$ cat src/rtl/mem_stage.sv
`default_nettype none
// ============================================================================
//  Module      : mem_stage
//  Description : Pipeline memory-access stage. Takes the EX/MEM slot, runs
//                loads/stores over a req/ack data bus and produces the
//                registered write-back bundle for the MEM/WB path. While a
//                bus transfer is outstanding the upstream pipe is stalled.
//                Misaligned accesses are dropped and bus transfers that see
//                no acknowledge within TIMEOUT cycles are aborted.
//  Revision    : 1.0 - initial release
// ----------------------------------------------------------------------------
//  Parameters
//    TIMEOUT      cycles in BUSY without mem_ack before abort (>= 2)
//  Ports
//    clk, rst_n         clock (rising edge), async active-low reset
//    in_valid           EX/MEM slot holds a valid instruction
//    sum_out_in         PC+4
//    result_in          ALU result / effective address
//    imm_in             immediate (LUI)
//    rd_in, we_in       destination register and its write enable
//    controlRF_in       WB select: 00 ALU, 01 load, 10 PC+4, 11 imm
//    Type_dm_in         000 B, 001 H, 010 W, 100 BU, 101 HU
//    data2_in, store_in store data and store flag
//    stall              hold upstream stages (combinational)
//    mem_req/we/addr/wdata/wstrb   registered data-memory request
//    mem_ack, mem_rdata            transfer complete / read word
//    wb_valid/rd/we/data           registered write-back bundle
//    err_misalign, err_timeout     single-cycle error pulses
// ============================================================================
module mem_stage #(
    parameter int TIMEOUT = 256
) (
    input  logic        clk,
    input  logic        rst_n,
    input  logic        in_valid,
    input  logic [31:0] sum_out_in,
    input  logic [31:0] result_in,
    input  logic [31:0] imm_in,
    input  logic [4:0]  rd_in,
    input  logic        we_in,
    input  logic [1:0]  controlRF_in,
    input  logic [2:0]  Type_dm_in,
    input  logic [31:0] data2_in,
    input  logic        store_in,
    output logic        stall,
    output logic        mem_req,
    output logic        mem_we,
    output logic [31:0] mem_addr,
    output logic [31:0] mem_wdata,
    output logic [3:0]  mem_wstrb,
    input  logic        mem_ack,
    input  logic [31:0] mem_rdata,
    output logic        wb_valid,
    output logic [4:0]  wb_rd,
    output logic        wb_we,
    output logic [31:0] wb_data,
    output logic        err_misalign,
    output logic        err_timeout
);

    localparam int CNT_W = (TIMEOUT > 2) ? $clog2(TIMEOUT) : 1;
    localparam logic [CNT_W-1:0] c_cnt_last = CNT_W'(TIMEOUT - 1);

    typedef enum logic [0:0] {
        S_IDLE = 1'b0,
        S_BUSY = 1'b1
    } state_t;

    state_t            state_q, state_d;
    logic [CNT_W-1:0]  cnt_q, cnt_d;

    logic              mem_req_q, mem_req_d;
    logic              mem_we_q, mem_we_d;
    logic [31:0]       mem_addr_q, mem_addr_d;
    logic [31:0]       mem_wdata_q, mem_wdata_d;
    logic [3:0]        mem_wstrb_q, mem_wstrb_d;

    logic              wb_valid_q, wb_valid_d;
    logic [4:0]        wb_rd_q, wb_rd_d;
    logic              wb_we_q, wb_we_d;
    logic [31:0]       wb_data_q, wb_data_d;
    logic              err_misalign_q, err_misalign_d;
    logic              err_timeout_q, err_timeout_d;

    // Attributes of the outstanding transfer, needed once the ack arrives.
    logic [4:0]        op_rd_q, op_rd_d;
    logic              op_we_q, op_we_d;
    logic              op_store_q, op_store_d;
    logic [2:0]        op_type_q, op_type_d;
    logic [1:0]        op_off_q, op_off_d;

    logic              w_memop;
    logic              w_is_byte;
    logic              w_is_half;
    logic              w_misalign;
    logic [1:0]        w_off;
    logic [31:0]       w_st_wdata;
    logic [3:0]        w_st_wstrb;
    logic [31:0]       w_alu_data;
    logic [31:0]       w_rd_shift;
    logic [31:0]       w_load_data;
    logic              w_timeout;
    logic              w_stall;

    // ------------------------------------------------------------------
    // Decode of the incoming slot
    // ------------------------------------------------------------------
    assign w_memop    = in_valid & (store_in | (controlRF_in == 2'b01));
    assign w_off      = result_in[1:0];
    assign w_is_byte  = (Type_dm_in[1:0] == 2'b00);
    assign w_is_half  = (Type_dm_in[1:0] == 2'b01);
    // Anything that is neither byte nor half is treated as a word access.
    assign w_misalign = (w_is_half & w_off[0]) |
                        (~w_is_byte & ~w_is_half & (w_off != 2'b00));

    always_comb begin
        w_st_wdata = data2_in;
        w_st_wstrb = 4'b1111;
        if (w_is_byte) begin
            w_st_wdata = {4{data2_in[7:0]}};
            w_st_wstrb = 4'b0001 << w_off;
        end else if (w_is_half) begin
            w_st_wdata = {2{data2_in[15:0]}};
            w_st_wstrb = 4'b0011 << w_off;
        end
    end

    always_comb begin
        case (controlRF_in)
            2'b10:   w_alu_data = sum_out_in;
            2'b11:   w_alu_data = imm_in;
            default: w_alu_data = result_in;
        endcase
    end

    // Load lane extraction: shift the addressed byte/half down to bit 0,
    // then sign- or zero-extend depending on the U flag (Type_dm[2]).
    assign w_rd_shift = mem_rdata >> {op_off_q, 3'b000};

    always_comb begin
        case (op_type_q[1:0])
            2'b00:   w_load_data = op_type_q[2] ? {24'd0, w_rd_shift[7:0]}
                                                : {{24{w_rd_shift[7]}}, w_rd_shift[7:0]};
            2'b01:   w_load_data = op_type_q[2] ? {16'd0, w_rd_shift[15:0]}
                                                : {{16{w_rd_shift[15]}}, w_rd_shift[15:0]};
            default: w_load_data = mem_rdata;
        endcase
    end

    assign w_timeout = (cnt_q == c_cnt_last);

    // ------------------------------------------------------------------
    // Next-state / output logic
    // ------------------------------------------------------------------
    always_comb begin
        state_d        = state_q;
        cnt_d          = cnt_q;
        mem_req_d      = mem_req_q;
        mem_we_d       = mem_we_q;
        mem_addr_d     = mem_addr_q;
        mem_wdata_d    = mem_wdata_q;
        mem_wstrb_d    = mem_wstrb_q;
        wb_valid_d     = 1'b0;
        wb_rd_d        = wb_rd_q;
        wb_we_d        = 1'b0;
        wb_data_d      = wb_data_q;
        err_misalign_d = 1'b0;
        err_timeout_d  = 1'b0;
        op_rd_d        = op_rd_q;
        op_we_d        = op_we_q;
        op_store_d     = op_store_q;
        op_type_d      = op_type_q;
        op_off_d       = op_off_q;
        w_stall        = 1'b0;

        case (state_q)
            S_IDLE: begin
                if (in_valid && !w_memop) begin
                    wb_valid_d = 1'b1;
                    wb_rd_d    = rd_in;
                    wb_we_d    = we_in & (rd_in != 5'd0);
                    wb_data_d  = w_alu_data;
                end else if (w_memop && w_misalign) begin
                    wb_valid_d     = 1'b1;
                    wb_rd_d        = rd_in;
                    wb_data_d      = 32'd0;
                    err_misalign_d = 1'b1;
                end else if (w_memop) begin
                    w_stall     = 1'b1;
                    mem_req_d   = 1'b1;
                    mem_we_d    = store_in;
                    mem_addr_d  = {result_in[31:2], 2'b00};
                    mem_wdata_d = store_in ? w_st_wdata : 32'd0;
                    mem_wstrb_d = store_in ? w_st_wstrb : 4'b0000;
                    op_rd_d     = rd_in;
                    op_we_d     = we_in;
                    op_store_d  = store_in;
                    op_type_d   = Type_dm_in;
                    op_off_d    = w_off;
                    cnt_d       = '0;
                    state_d     = S_BUSY;
                end
            end

            S_BUSY: begin
                cnt_d = cnt_q + CNT_W'(1);
                // Ack has priority over a coincident timeout.
                if (mem_ack) begin
                    mem_req_d  = 1'b0;
                    wb_valid_d = 1'b1;
                    wb_rd_d    = op_rd_q;
                    if (op_store_q) begin
                        wb_we_d   = 1'b0;
                        wb_data_d = 32'd0;
                    end else begin
                        wb_we_d   = op_we_q & (op_rd_q != 5'd0);
                        wb_data_d = w_load_data;
                    end
                    cnt_d   = '0;
                    state_d = S_IDLE;
                end else if (w_timeout) begin
                    mem_req_d     = 1'b0;
                    wb_valid_d    = 1'b1;
                    wb_rd_d       = op_rd_q;
                    wb_data_d     = 32'd0;
                    err_timeout_d = 1'b1;
                    cnt_d         = '0;
                    state_d       = S_IDLE;
                end else begin
                    w_stall = 1'b1;
                end
            end

            default: begin
                state_d = S_IDLE;
            end
        endcase
    end

    // ------------------------------------------------------------------
    // State registers
    // ------------------------------------------------------------------
    always_ff @(posedge clk or negedge rst_n) begin
        if (!rst_n) begin
            state_q        <= S_IDLE;
            cnt_q          <= '0;
            mem_req_q      <= 1'b0;
            mem_we_q       <= 1'b0;
            mem_addr_q     <= 32'd0;
            mem_wdata_q    <= 32'd0;
            mem_wstrb_q    <= 4'b0000;
            wb_valid_q     <= 1'b0;
            wb_rd_q        <= 5'd0;
            wb_we_q        <= 1'b0;
            wb_data_q      <= 32'd0;
            err_misalign_q <= 1'b0;
            err_timeout_q  <= 1'b0;
            op_rd_q        <= 5'd0;
            op_we_q        <= 1'b0;
            op_store_q     <= 1'b0;
            op_type_q      <= 3'b000;
            op_off_q       <= 2'b00;
        end else begin
            state_q        <= state_d;
            cnt_q          <= cnt_d;
            mem_req_q      <= mem_req_d;
            mem_we_q       <= mem_we_d;
            mem_addr_q     <= mem_addr_d;
            mem_wdata_q    <= mem_wdata_d;
            mem_wstrb_q    <= mem_wstrb_d;
            wb_valid_q     <= wb_valid_d;
            wb_rd_q        <= wb_rd_d;
            wb_we_q        <= wb_we_d;
            wb_data_q      <= wb_data_d;
            err_misalign_q <= err_misalign_d;
            err_timeout_q  <= err_timeout_d;
            op_rd_q        <= op_rd_d;
            op_we_q        <= op_we_d;
            op_store_q     <= op_store_d;
            op_type_q      <= op_type_d;
            op_off_q       <= op_off_d;
        end
    end

    // Stall is forced low while reset is asserted so every output reads 0.
    assign stall        = w_stall & rst_n;
    assign mem_req      = mem_req_q;
    assign mem_we       = mem_we_q;
    assign mem_addr     = mem_addr_q;
    assign mem_wdata    = mem_wdata_q;
    assign mem_wstrb    = mem_wstrb_q;
    assign wb_valid     = wb_valid_q;
    assign wb_rd        = wb_rd_q;
    assign wb_we        = wb_we_q;
    assign wb_data      = wb_data_q;
    assign err_misalign = err_misalign_q;
    assign err_timeout  = err_timeout_q;

endmodule
`default_nettype wire
$ cat config.mk
export PLATFORM = sky130hd
export DESIGN_NAME = mem_stage
export DESIGN_NICKNAME = d
export VERILOG_FILES = /design/src/rtl/mem_stage.sv
export SDC_FILE = /design/constraint.sdc
export NUM_CORES = 1
export LEC_CHECK = 0
export CAP_MARGIN = 15
export CELL_PAD_IN_SITES_DETAIL_PLACEMENT = 1
export CELL_PAD_IN_SITES_GLOBAL_PLACEMENT = 2
export CORE_MARGIN = 5
export CORE_UTILIZATION = 29
export DETAILED_ROUTE_END_ITERATION = 10
export PLACE_DENSITY_LB_ADDON = 0.1
export RECOVER_POWER = 50
export SYNTH_ARGS = -nofsm -noshare
export SYNTH_HDL_FRONTEND = slang
export SYNTH_SLANG_ARGS = --single-unit
$ cat constraint.sdc
create_clock -name clk -period 3.6 [get_ports clk]
set_input_delay 0.9 -clock clk [delete_from_list [all_inputs] [get_ports clk]]
set_output_delay 0.9 -clock clk [all_outputs]
set_load 0.005 [all_outputs]
==> reports/qor.txt <==
clock net sink count: 129
first drt pass iteration count: 6
violated checks: capacitance limit, slew limit
classification of the worst-slack hold path: flip-flop to flip-flop
post-synthesis cell area: 0.007278 mm2
H-tree Lvls: 4
data arrival time of the worst path: 2.60 ns
Mapped Cells: 670
CTS Root Buffer Type: sky130_fd_sc_hd__clkbuf_16
headroom to the max-slew limit: -21.64%
number of buffers inserted by hold repair at cts: 0
number of buffers on the longest clock path: 2
final-layout setup total negative slack: 0 ns
post-route insts no fill: 1288
Worst Path Class, Setup: primary input to output pin
number of distinct library cells after synthesis: 58
register bit total from synthesis: 129
power after layout: 5.631 mW
cell occurring most often along the worst timing path: sky130_fd_sc_hd__clkdlybuf4s50_1
number of buffers added for setup after CTS: 0
number of synthesized flops with an enable pin: 0
port buffer count: 285
proportion of register bits with asynchronous set or reset after synthesis: 100.0%
global-route wire length before repair: 44.18 mm
category of the worst setup path launch point: primary input
reg2reg start: state_q$_DFF_PN0_
actual slew at the worst max-slew pin: 1.825 ns
met3 routing resource usage after global routing: 5.799%
total number of yosys warnings: 0
clock latency of the later-clocked register in the worst-skew pair: 0.42 ns
pin count of the biggest net entering global routing: 52
met1 Track Usage GR: 25.29%
critical path fanouts, max: 2
area growth from synthesis to layout: 51.83%
fin area: 0.01105 mm2
register-to-register path setup slack: 0.71 ns
largest incremental delay on the critical path: 0.48 ns
final hold slack: 0.4781 ns
total overflow reported by the global router: 0
last weighted congestion value of the routability-driven placer: 0.7864
worst flop-to-flop path endpoint: wb_data[12]$_DFFE_PN0P_
# placed instances: 1254
Avg Inst Size Synth: 10.86 um2
number of gates resized after CTS: 0
WL per Instance: 22.20 um
total count of max-transition violations in the final report: 67
total of max-cap violations: 2
PnR worst setup slack: 0.09728 ns
Required @ worst endpoint: 2.70 ns
drt first-iter violations: 265
cell chain of the critical path: clkdlybuf4s50_1 -> inv_1 -> ha_1 -> nand2b_4 -> o2111ai_4 -> nand2_1 -> and2_1 -> clkdlybuf4s50_1
launch point of the critical path: result_in[0]
Rows: 58
total routed wirelength: 28.59 mm
standby leakage power: 4.547 nW
leading post-synthesis cells by cell area: sky130_fd_sc_hd__dfrtp_1, sky130_fd_sc_hd__mux2_2, sky130_fd_sc_hd__nand2_1
CTS tree: built
final core utilization: 44.27%
top cell type's share of synthesized area: 44.35%
primary flip-flop cell chosen by synthesis mapping: sky130_fd_sc_hd__dfrtp_1
Antenna Violating Nets Remaining: 0
run status: finished with violations
antenna violations before repair: 3
Power Density: 509.6 mW/mm2
Reg clk slew, reported paths: 0.06 ns
category of cells accounting for the largest share of critical-path delay: buffers and inverters
die area: 0.02837 mm2
Core Region: 0.02496 mm2
post-detailed-route DRC marker count: 0
IR Drop Worst-Case VDD: 0.2775 mV
Global Route met2 Usage: 33.81%
final worst-path cycle share: 97.30%
placed standard-cell area: 0.01046 mm2
setup repair after global routing missed its margin: no
share of synthesized area occupied by flip-flops and latches: 44.35%
kind of capture point of the worst setup path: output pin
Crit path depth: 8
NumNets Final: 1124
final setup violation count: 0
clock tree skew after final layout: 0.01144 ns
IO Pins: 288
highest-utilization routing layer at the global route stage: met2
Initial Utilization: 29.15%
maximum clock rate: 285.5 MHz
Synth area leader: sky130_fd_sc_hd__dfrtp_1
DIE WIDTH: 168.4 um
via count of the first global-routing pass: 7461
Max stage delay cell, worst path: sky130_fd_sc_hd__clkdlybuf4s50_1
pre-CTS setup slack: 0.007868 ns
Total GRT Usage: 20.03%
routed vias: 6551
final hold viol count: 0
number of buffer and inverter stages on the critical path: 3
total clock buffers created by CTS: 17
drt via density: 5.086
number of fill cells in the layout: 2755
crit path to: stall
proportion of layout cells with a drive suffix above 1: 18.31%
chip height: 168.4 um
R2R depth: 5
detailed-placement wirelength estimate: 21.75 mm
clock period minus worst slack: 3.503 ns
==> where the power goes <==
part,internal (mW),switching [mW],total (mW)
logic,1.07,0.756,1.83
clock network,1.05,0.704,1.76
registers,1.79,0.253,2.04
total,3.92,1.71,5.63
==> layer usage <==
layer | up-vias | routed length, um
li1 | 3055 | -
met5 | - | 13
met2 | 214 | 13910
met3 | 24 | 1992
met4 | 2 | 428
met1 | 3256 | 12240
==> cell families (layout without fill, tap and decap cells) <==
group | after synthesis | in the layout | synth area share (%)
multiplexers | 119 | 119 | 18.17
other | 1 | 4 | 0.05152
buffers and inverters | 83 | 368 | 5.724
flip-flops | 129 | 129 | 44.35
AND/OR/NAND/NOR | 136 | 136 | 8.871
XOR/XNOR | 1 | 1 | 0.1204
AO/OA/AOI/OAI | 196 | 196 | 21.85
adder cells (fa/ha/maj) | 5 | 5 | 0.8595
==> worst min-delay path by stage <==
stage	startpoint	slack [ns]	end	depth (start not counted)
after detailed placement	mem_wdata[9]$_DFFE_PN0P_	0.47	mem_wdata[9]$_DFFE_PN0P_	2
after CTS	mem_wdata[9]$_DFFE_PN0P_	0.48	mem_wdata[9]$_DFFE_PN0P_	2
after floorplan	mem_wdata[14]$_DFFE_PN0P_	0.47	mem_wdata[14]$_DFFE_PN0P_	2
after global placement	mem_wdata[19]$_DFFE_PN0P_	0.46	mem_wdata[19]$_DFFE_PN0P_	2
final	mem_wdata[24]$_DFFE_PN0P_	0.48	mem_wdata[24]$_DFFE_PN0P_	2
after global routing	mem_wdata[3]$_DFFE_PN0P_	0.50	mem_wdata[3]$_DFFE_PN0P_	2
==> worst register-to-register path, stage by stage, from the launching register on <==
cell	delay (ns)
sky130_fd_sc_hd__dfrtp_1	0.60
sky130_fd_sc_hd__nand2b_1	0.35
sky130_fd_sc_hd__nor2_4	0.12
sky130_fd_sc_hd__buf_1	1.24
sky130_fd_sc_hd__nand2_1	0.22
sky130_fd_sc_hd__a41oi_2	0.27
==> layout by cell type, fill, tap and decap left out, types with 3 or more instances in the layout <==
cell                              instances
sky130_fd_sc_hd__clkdlybuf4s50_1        230
sky130_fd_sc_hd__dfrtp_1                129
sky130_fd_sc_hd__nand2_1                 86
sky130_fd_sc_hd__mux2_2                  85
sky130_fd_sc_hd__dlygate4sd3_1           52
sky130_fd_sc_hd__o21ai_0                 39
sky130_fd_sc_hd__a22o_1                  36
sky130_fd_sc_hd__mux2i_1                 29
sky130_fd_sc_hd__inv_1                   24
sky130_fd_sc_hd__o221ai_1                21
sky130_fd_sc_hd__buf_4                   21
sky130_fd_sc_hd__clkbuf_16               17
sky130_fd_sc_hd__o31ai_1                 16
sky130_fd_sc_hd__a22oi_1                 16
sky130_fd_sc_hd__a211oi_1                14
sky130_fd_sc_hd__nand2b_1                13
sky130_fd_sc_hd__nor2_1                   8
sky130_fd_sc_hd__a222oi_1                 7
sky130_fd_sc_hd__a41oi_2                  7
sky130_fd_sc_hd__o22a_1                   7
sky130_fd_sc_hd__a31oi_1                  7
sky130_fd_sc_hd__o2bb2ai_1                5
sky130_fd_sc_hd__mux2_4                   5
sky130_fd_sc_hd__ha_1                     5
sky130_fd_sc_hd__nand3_1                  4
sky130_fd_sc_hd__o221ai_2                 4
sky130_fd_sc_hd__inv_6                    4
sky130_fd_sc_hd__and2_1                   3
sky130_fd_sc_hd__a21oi_1                  3
sky130_fd_sc_hd__clkinv_4                 3
==> synthesized netlist by cell type (5+ instances only) <==
cell and number:
sky130_fd_sc_hd__a31oi_1 7, sky130_fd_sc_hd__o221ai_1 21, sky130_fd_sc_hd__mux2_2 85, sky130_fd_sc_hd__inv_1 24, sky130_fd_sc_hd__o31ai_1 16, sky130_fd_sc_hd__a211oi_1 14
sky130_fd_sc_hd__mux2i_1 29, sky130_fd_sc_hd__ha_1 5, sky130_fd_sc_hd__buf_6 5, sky130_fd_sc_hd__o2bb2ai_1 5, sky130_fd_sc_hd__mux2_4 5, sky130_fd_sc_hd__dfrtp_1 129
sky130_fd_sc_hd__nand2b_1 14, sky130_fd_sc_hd__nor2_1 10, sky130_fd_sc_hd__buf_4 11, sky130_fd_sc_hd__a41oi_2 7, sky130_fd_sc_hd__a22o_1 36, sky130_fd_sc_hd__nand2_1 86
sky130_fd_sc_hd__clkbuf_1 20, sky130_fd_sc_hd__buf_2 21, sky130_fd_sc_hd__a22oi_1 16, sky130_fd_sc_hd__a222oi_1 7, sky130_fd_sc_hd__o22a_1 7, sky130_fd_sc_hd__o21ai_0 39
==> area by class of cell <==
type | count | area, um2 | share of cell area, %
diodes | 2 | 5.005 | 0.04529
clock buffers | 19 | 442.9 | 4.008
clock inverters | 13 | 150.1 | 1.359
inverters | 25 | 93.84 | 0.8492
multi-input cells | 459 | 3679 | 33.29
flip-flops and latches | 129 | 3228 | 29.21
well taps | 330 | 412.9 | 3.736
repair buffers | 311 | 3039 | 27.50
==> state kept, by name (all words and copies together) (netlist names) <==
register / flops
mem_wdata: 32
err_timeout: 1
wb_data: 32
mem_addr: 30
op_off_q: 2
cnt_q: 8
wb_we: 1
op_rd_q: 5
state_q: 1
wb_valid: 1
op_type_q: 3
mem_wstrb: 4
err_misalign: 1
op_store_q: 1
mem_req: 1
op_we_q: 1
wb_rd: 5
No activity file was read; power rests on OpenSTA's default activity.
